===== config.mk =====
export PLATFORM = sky130hd
export DESIGN_NAME = bp_serializer
export DESIGN_NICKNAME = d
export VERILOG_FILES = /design/src/rtl/bp_serializer.sv
export SDC_FILE = /design/constraint.sdc
export NUM_CORES = 1
export LEC_CHECK = 0
export ABC_CLOCK_PERIOD_IN_PS = 2200
export CAP_MARGIN = 20
export CELL_PAD_IN_SITES_DETAIL_PLACEMENT = 2
export CELL_PAD_IN_SITES_GLOBAL_PLACEMENT = 2
export CORE_MARGIN = 5
export CORE_UTILIZATION = 33
export CTS_BUF_LIST = sky130_fd_sc_hd__clkbuf_8
export DETAILED_ROUTE_END_ITERATION = 10
export PLACE_DENSITY_LB_ADDON = 0.2
export SLEW_MARGIN = 30
export SYNTH_ARGS = -nofsm -noshare
export SYNTH_HDL_FRONTEND = slang
export SYNTH_SLANG_ARGS = --single-unit

===== constraint.sdc =====
create_clock -name clk_i -period 2.2 [get_ports clk_i]
set_clock_uncertainty 0.2 [all_clocks]
set_input_delay 0.44 -clock clk_i [delete_from_list [all_inputs] [get_ports clk_i]]
set_output_delay 0.44 -clock clk_i [all_outputs]
set_load 0.01 [all_outputs]

===== src/rtl/bp_serializer.sv =====
// bp_serializer: splits one RATIO*DATAW-bit word into RATIO DATAW-bit beats, LSB beat first, with valid/ready on both sides.
//   Parameters: DATAW (beat width), RATIO (beats per word, 1..256)
//   clk_i   in   clock, rising edge
//   rst_ni  in   asynchronous active-low reset
//   data_i  in   wide input word
//   valid_i in   data_i valid
//   ready_o out  block accepts data_i
//   data_o  out  current output beat
//   valid_o out  data_o valid
//   ready_i in   downstream accepts data_o
//   last_o  out  final beat of a word (only when BP_SERIALIZER_LAST_EN is defined)
module bp_serializer #(
   parameter int DATAW = 8,
   parameter int RATIO = 4
) (
   input  logic                   clk_i,
   input  logic                   rst_ni,
   input  logic [RATIO*DATAW-1:0] data_i,
   input  logic                   valid_i,
   output logic                   ready_o,
   output logic [DATAW-1:0]       data_o,
   output logic                   valid_o,
   input  logic                   ready_i
`ifdef BP_SERIALIZER_LAST_EN
   ,output logic                  last_o
`endif
);
   localparam int IW = (RATIO > 1) ? $clog2(RATIO) : 1;
   localparam logic [IW-1:0] LAST_IDX = IW'(RATIO - 1);
   typedef enum logic {IDLE, SEND} state_t;
   state_t                 r_state, w_state_nxt;
   logic [IW-1:0]          r_idx, w_idx_nxt;
   logic [RATIO*DATAW-1:0] r_word;
   logic                   w_last, w_in_hs, w_out_hs;
   always_ff @(posedge clk_i or negedge rst_ni) begin
      if (!rst_ni) begin
         r_state <= IDLE;
         r_idx   <= '0;
         r_word  <= '0;
      end else begin
         r_state <= w_state_nxt;
         r_idx   <= w_idx_nxt;
         if (w_in_hs) r_word <= data_i;
      end
   end
   always_comb begin
      w_last      = (r_idx == LAST_IDX);
      valid_o     = (r_state == SEND);
      data_o      = valid_o ? r_word[r_idx*DATAW +: DATAW] : '0;
      // ready_i feeds ready_o only on the final beat so a new word can replace it without a bubble
      ready_o     = (r_state == IDLE) || (w_last && ready_i);
      w_in_hs     = valid_i && ready_o;
      w_out_hs    = valid_o && ready_i;
      w_state_nxt = r_state;
      w_idx_nxt   = r_idx;
      if (r_state == IDLE) begin
         if (w_in_hs) w_state_nxt = SEND;
      end else if (w_out_hs) begin
         if (w_last) begin
            w_state_nxt = w_in_hs ? SEND : IDLE;
            w_idx_nxt   = '0;
         end else begin
            w_idx_nxt   = r_idx + 1'b1;
         end
      end
   end
`ifdef BP_SERIALIZER_LAST_EN
   assign last_o = valid_o && w_last;
`endif
endmodule


* Word-level counts from Yosys, hierarchy flattened
Cells that the tools add are included.
Storage, ports and cells: bits in registers 35, logic and storage cells 18, output and inout bits 10
Operators by class: multiplexer cells 6, equal/unequal tests 1, reduce and logical (&&, ||, !) cells 5, shift operators 1, bitwise operators 1, add/subtract/negate cells 1
Operators with widths (count):
- indexed part select 32 x 6 -> 8 bit | 1
- two-way mux 8 bit | 1
- two-way mux 1 bit | 4
- logical AND 1 bit | 3
- adder 2 x 1 -> 2 bit, second input constant | 1
- equality test 2 bit, second input constant | 1
- two-way mux 2 bit | 1
- AND reduction 2 bit | 1
- logical OR 1 bit | 1
- NOT 1 bit | 1

* Depth between registers and ports, before layout
depth after elaboration 8, gate-level depth with buffers 5

* Least setup slack after synthesis
No wires, ideal clock.
path kind register -> output, start register r_idx[0], end output port ready_o, arrival 1.208 ns, slack 0.352 ns, cell stages (with the launch flop) 5, buffers on the path 1, required time 1.560 ns, cells stage by stage dfrtp_1 -> ha_1 -> a21boi_2 -> buf_2 -> inv_2
On the way: word-level cells in the longest chain between the ends 3
Ends and longest elaborated chain:
- from (decl) | line 32 | logic [IW-1:0] r_idx, w_idx_nxt;
- from (signal assigned) | line 42 | r_idx <= w_idx_nxt;
- equality test 2 bit | line 47 | w_last = (r_idx == LAST_IDX);
- logical AND 1 bit | line 51 | ready_o = (r_state == IDLE) || (w_last && ready_i);
- logical OR 1 bit | line 51
- to (decl) | line 20 | output logic ready_o,
Every way passes these cells.

* Final worst setup path
start register r_idx[1], end output port data_o[2]
On the way: word-level cells in the longest chain between the ends 2
Ends and longest elaborated chain:
- indexed part select 32 x 6 -> 8 bit | line 49 | data_o = valid_o ? r_word[r_idx*DATAW +: DATAW] : '0;
- two-way mux 8 bit | line 49
- to (decl) | line 21 | output logic [DATAW-1:0] data_o,
Every way passes these cells.

==> results <==
## routing by layer
layer	global-route usage	routed length [µm]	share of wire	up-vias
met5	0	0	0	-
met4	0.0632	123	0.020	0
met3	0.0447	270	0.043	8
met2	0.302	3370	0.54	36
met1	0.202	2510	0.40	814
li1	-	-	-	741
## flip-flops by register name (all words and copies together), names as in the netlist
signal,flops
r_word,32
valid_o,1
r_idx,2
## power groups by stage
stage,Sequential [mW],Combinational [mW],Clock [mW]
floorplan,1.09,1.34,0
global placement,1.14,1.93,0
detailed placement,1.16,2.02,0
CTS,1.16,1.99,0.472
global route,1.26,2.27,0.501
finish,1.23,2.11,0.453
## what timing repair did
| action | CTS | global route |
|---|---|---|
| gates resized for setup | 18 | 19 |
| endpoints found under the hold margin | 0 | 0 |
| gates cloned | 0 | 1 |
| setup endpoints to repair | 9 | 8 |
| pin swaps | 1 | 0 |
## synthesized netlist by cell type
cell type | n | area [µm²]
sky130_fd_sc_hd__dfrtp_1 | 35 | 876
sky130_fd_sc_hd__nand2_1 | 34 | 128
sky130_fd_sc_hd__inv_1 | 32 | 120
sky130_fd_sc_hd__o32ai_2 | 30 | 488
sky130_fd_sc_hd__mux2i_1 | 16 | 160
sky130_fd_sc_hd__o22ai_1 | 8 | 50.1
sky130_fd_sc_hd__buf_2 | 7 | 35.0
sky130_fd_sc_hd__buf_6 | 5 | 56.3
sky130_fd_sc_hd__clkbuf_1 | 3 | 11.3
sky130_fd_sc_hd__o32ai_1 | 2 | 17.5
sky130_fd_sc_hd__a21boi_2 | 1 | 11.3
sky130_fd_sc_hd__and2b_1 | 1 | 7.51
sky130_fd_sc_hd__and3_4 | 1 | 11.3
sky130_fd_sc_hd__buf_1 | 1 | 3.75
sky130_fd_sc_hd__buf_4 | 1 | 7.51
sky130_fd_sc_hd__ha_1 | 1 | 12.5
sky130_fd_sc_hd__inv_2 | 1 | 3.75
sky130_fd_sc_hd__mux2_1 | 1 | 11.3
sky130_fd_sc_hd__mux2_2 | 1 | 11.3
sky130_fd_sc_hd__nand2b_1 | 1 | 6.26
sky130_fd_sc_hd__nor2_1 | 1 | 3.75
sky130_fd_sc_hd__or2_1 | 1 | 6.26
## worst reg2reg max path, stage by stage (launching register included)
cell	delay [ps]
sky130_fd_sc_hd__dfrtp_2	460
sky130_fd_sc_hd__buf_6	170
sky130_fd_sc_hd__ha_4	180
sky130_fd_sc_hd__a21boi_4	180
sky130_fd_sc_hd__buf_4	470
sky130_fd_sc_hd__o32ai_2	180
## per-stage QoR
stage / cells / total power, mW / area, µm²
after detailed placement: 300 / 3.18 / 2600
after global placement: 300 / 3.06 / 2600
after floorplan: 184 / 2.43 / 2040
final: 309 / 3.79 / 2770
after global routing: 309 / 4.03 / 2770
after CTS: 308 / 3.63 / 2700
## worst max-delay path by stage
stage                endpoint  cells past startpoint
global placement      ready_o                      4
global route        data_o[2]                      4
floorplan             ready_o                      4
finish              data_o[2]                      4
detailed placement    ready_o                      4
CTS                 data_o[7]                      4
## logic make-up after synthesis
family	synth area share
flops	0.430
simple gates	0.0798
buf+inv	0.117
fa+ha+maj	0.00614
mux	0.0896
compound gates	0.278
## cell type report
cell class / instances / share of cell area
multi-input combinational: 99 / 0.359
tap: 75 / 0.0339
clock inverter: 3 / 0.00452
clock buffer: 5 / 0.0249
sequential: 35 / 0.318
inverter: 33 / 0.0448
timing repair buffer: 59 / 0.215
==> results.txt <==
run status - completed
hpwl dp - 4220 µm
post-layout worst setup margin - 15.7 ps
Worst-Margin Slew - 521 ps
Antenna Violating Nets Remaining - 0
total power divided by cell area - 1370 nW/µm²
worst relative slew slack - 0.653
fraction of the cycle the final worst path needs - 0.993
final period demand of the worst path - 2180 ps
synth warn - 0
Static Leak - 1.23 nW
highest-count cells in the layout ignoring fill and taps - 36 x sky130_fd_sc_hd__clkdlybuf4s50_1, 34 x sky130_fd_sc_hd__inv_1, 33 x sky130_fd_sc_hd__nand2_1, 33 x sky130_fd_sc_hd__dfrtp_1, 30 x sky130_fd_sc_hd__o32ai_2
sum of negative setup slack - 0 ps
switching component of the power - 1.47 mW
clock-pin slew on the worst setup and hold paths - 70 ps
Register Area - 878 µm²
final weighted congestion of routability-driven global placement - 0.799
drt via density - 5.17
number of clock sinks - 35
count of distinct cell types in the synthesized netlist - 22
antenna diode count - 0
unrepaired setup endpoints after global routing - yes
area of the mapped netlist - 2040 µm²
maximum number of pins on one net before global-route repair - 36
element type at the critical path start - flop
classification of the worst setup path - flop to output port
CTS H-Tree Depth - 2
count of final hold-check violations - 0
length in cells of the worst reg-to-reg path - 5
critical path's top delay family - buffers and inverters
Reg2Reg Launch Point - r_idx[1]$_DFFE_PN0P_
worst path cell trace - buf_6 > mux2i_2 > o22ai_1 > dlygate4sd2_1
setup bufs post-CTS - 0
area of the multi-input gates - 993 µm²
CTS tree - built
maxcap violations - 0
synthesized flop and latch total - 35
max frequency - 458 MHz
count of pins over their slew limit - 0
post-synthesis cell count - 184
biggest fanout along the worst timing path - 6
Worst R2R End - r_word[15]$_DFFE_PN0P_
type of element capturing the critical path - output port
sequential power share - 0.323
Die ar. - 7850 µm²
clock network fraction of total power - 0.119
type of the tightest min-delay check - input port to asynchronous set/reset pin
Max rail drop VDD - 0.559 mV
final-layout fill cell count - 617
root buffer cell - sky130_fd_sc_hd__clkbuf_8
initial standard-cell utilization of the core - 0.342
area of the core region - 5960 µm²
number of CTS-inserted buffers - 5
setup violation total in the final timing report - 0
routed wire length per instance - 20.3 µm
ratio of cells with drive above 1 in the final layout - 0.299
Bufs on Longest Clock Path - 2
highest cell delay on the worst timing path - 440 ps
number of global-route vias before repair - 1,787
number of nets at the end of the flow - 270
Bufs and invs on worst path - 2
Arrival @ worst endpoint - 1540 ps
synthesized net count - 221
Sw Ratio - 0.388
Vert. Die Dim - 88.6 µm
DRC - 0
most common cell after layout, fill and taps aside - sky130_fd_sc_hd__clkdlybuf4s50_1
Critical Path Slowest Stage Cell - sky130_fd_sc_hd__dfrtp_2
Gate power share - 0.557
total via count after detailed routing - 1,599
synthesized area per cell - 11.1 µm²
utilization after layout - 0.464
1st-pass router iterations - 4
launch point of the worst path - r_idx[1]$_DFFE_PN0P_
post-synthesis to final-layout area growth - 35.7%
Iter 0 DRT Violations - 46
grt total ovfl - 0
data required time at the worst endpoint - 1560 ps
Internal Power - 2.32 mW
number of buffers added to fix hold violations after cts - 0
first-pass GRT wire length - 9980 µm
DIE WIDTH - 88.6 µm
register-to-register setup slack - 220 ps
Port Buffers - 45
Clock Latency Late Sink - 290 ps
Cell Rows - 28
fraction of the yosys area taken by sequential cells - 0.430
Hold Slack - 366 ps
pre-CTS setup slack - -93.5 ps
number of top-level design ports - 46
initial antenna violation count - 0
Total Wirelength - 6280 µm
Overall Global Routing Usage - 0.172
(Power assumes the default switching activity.)
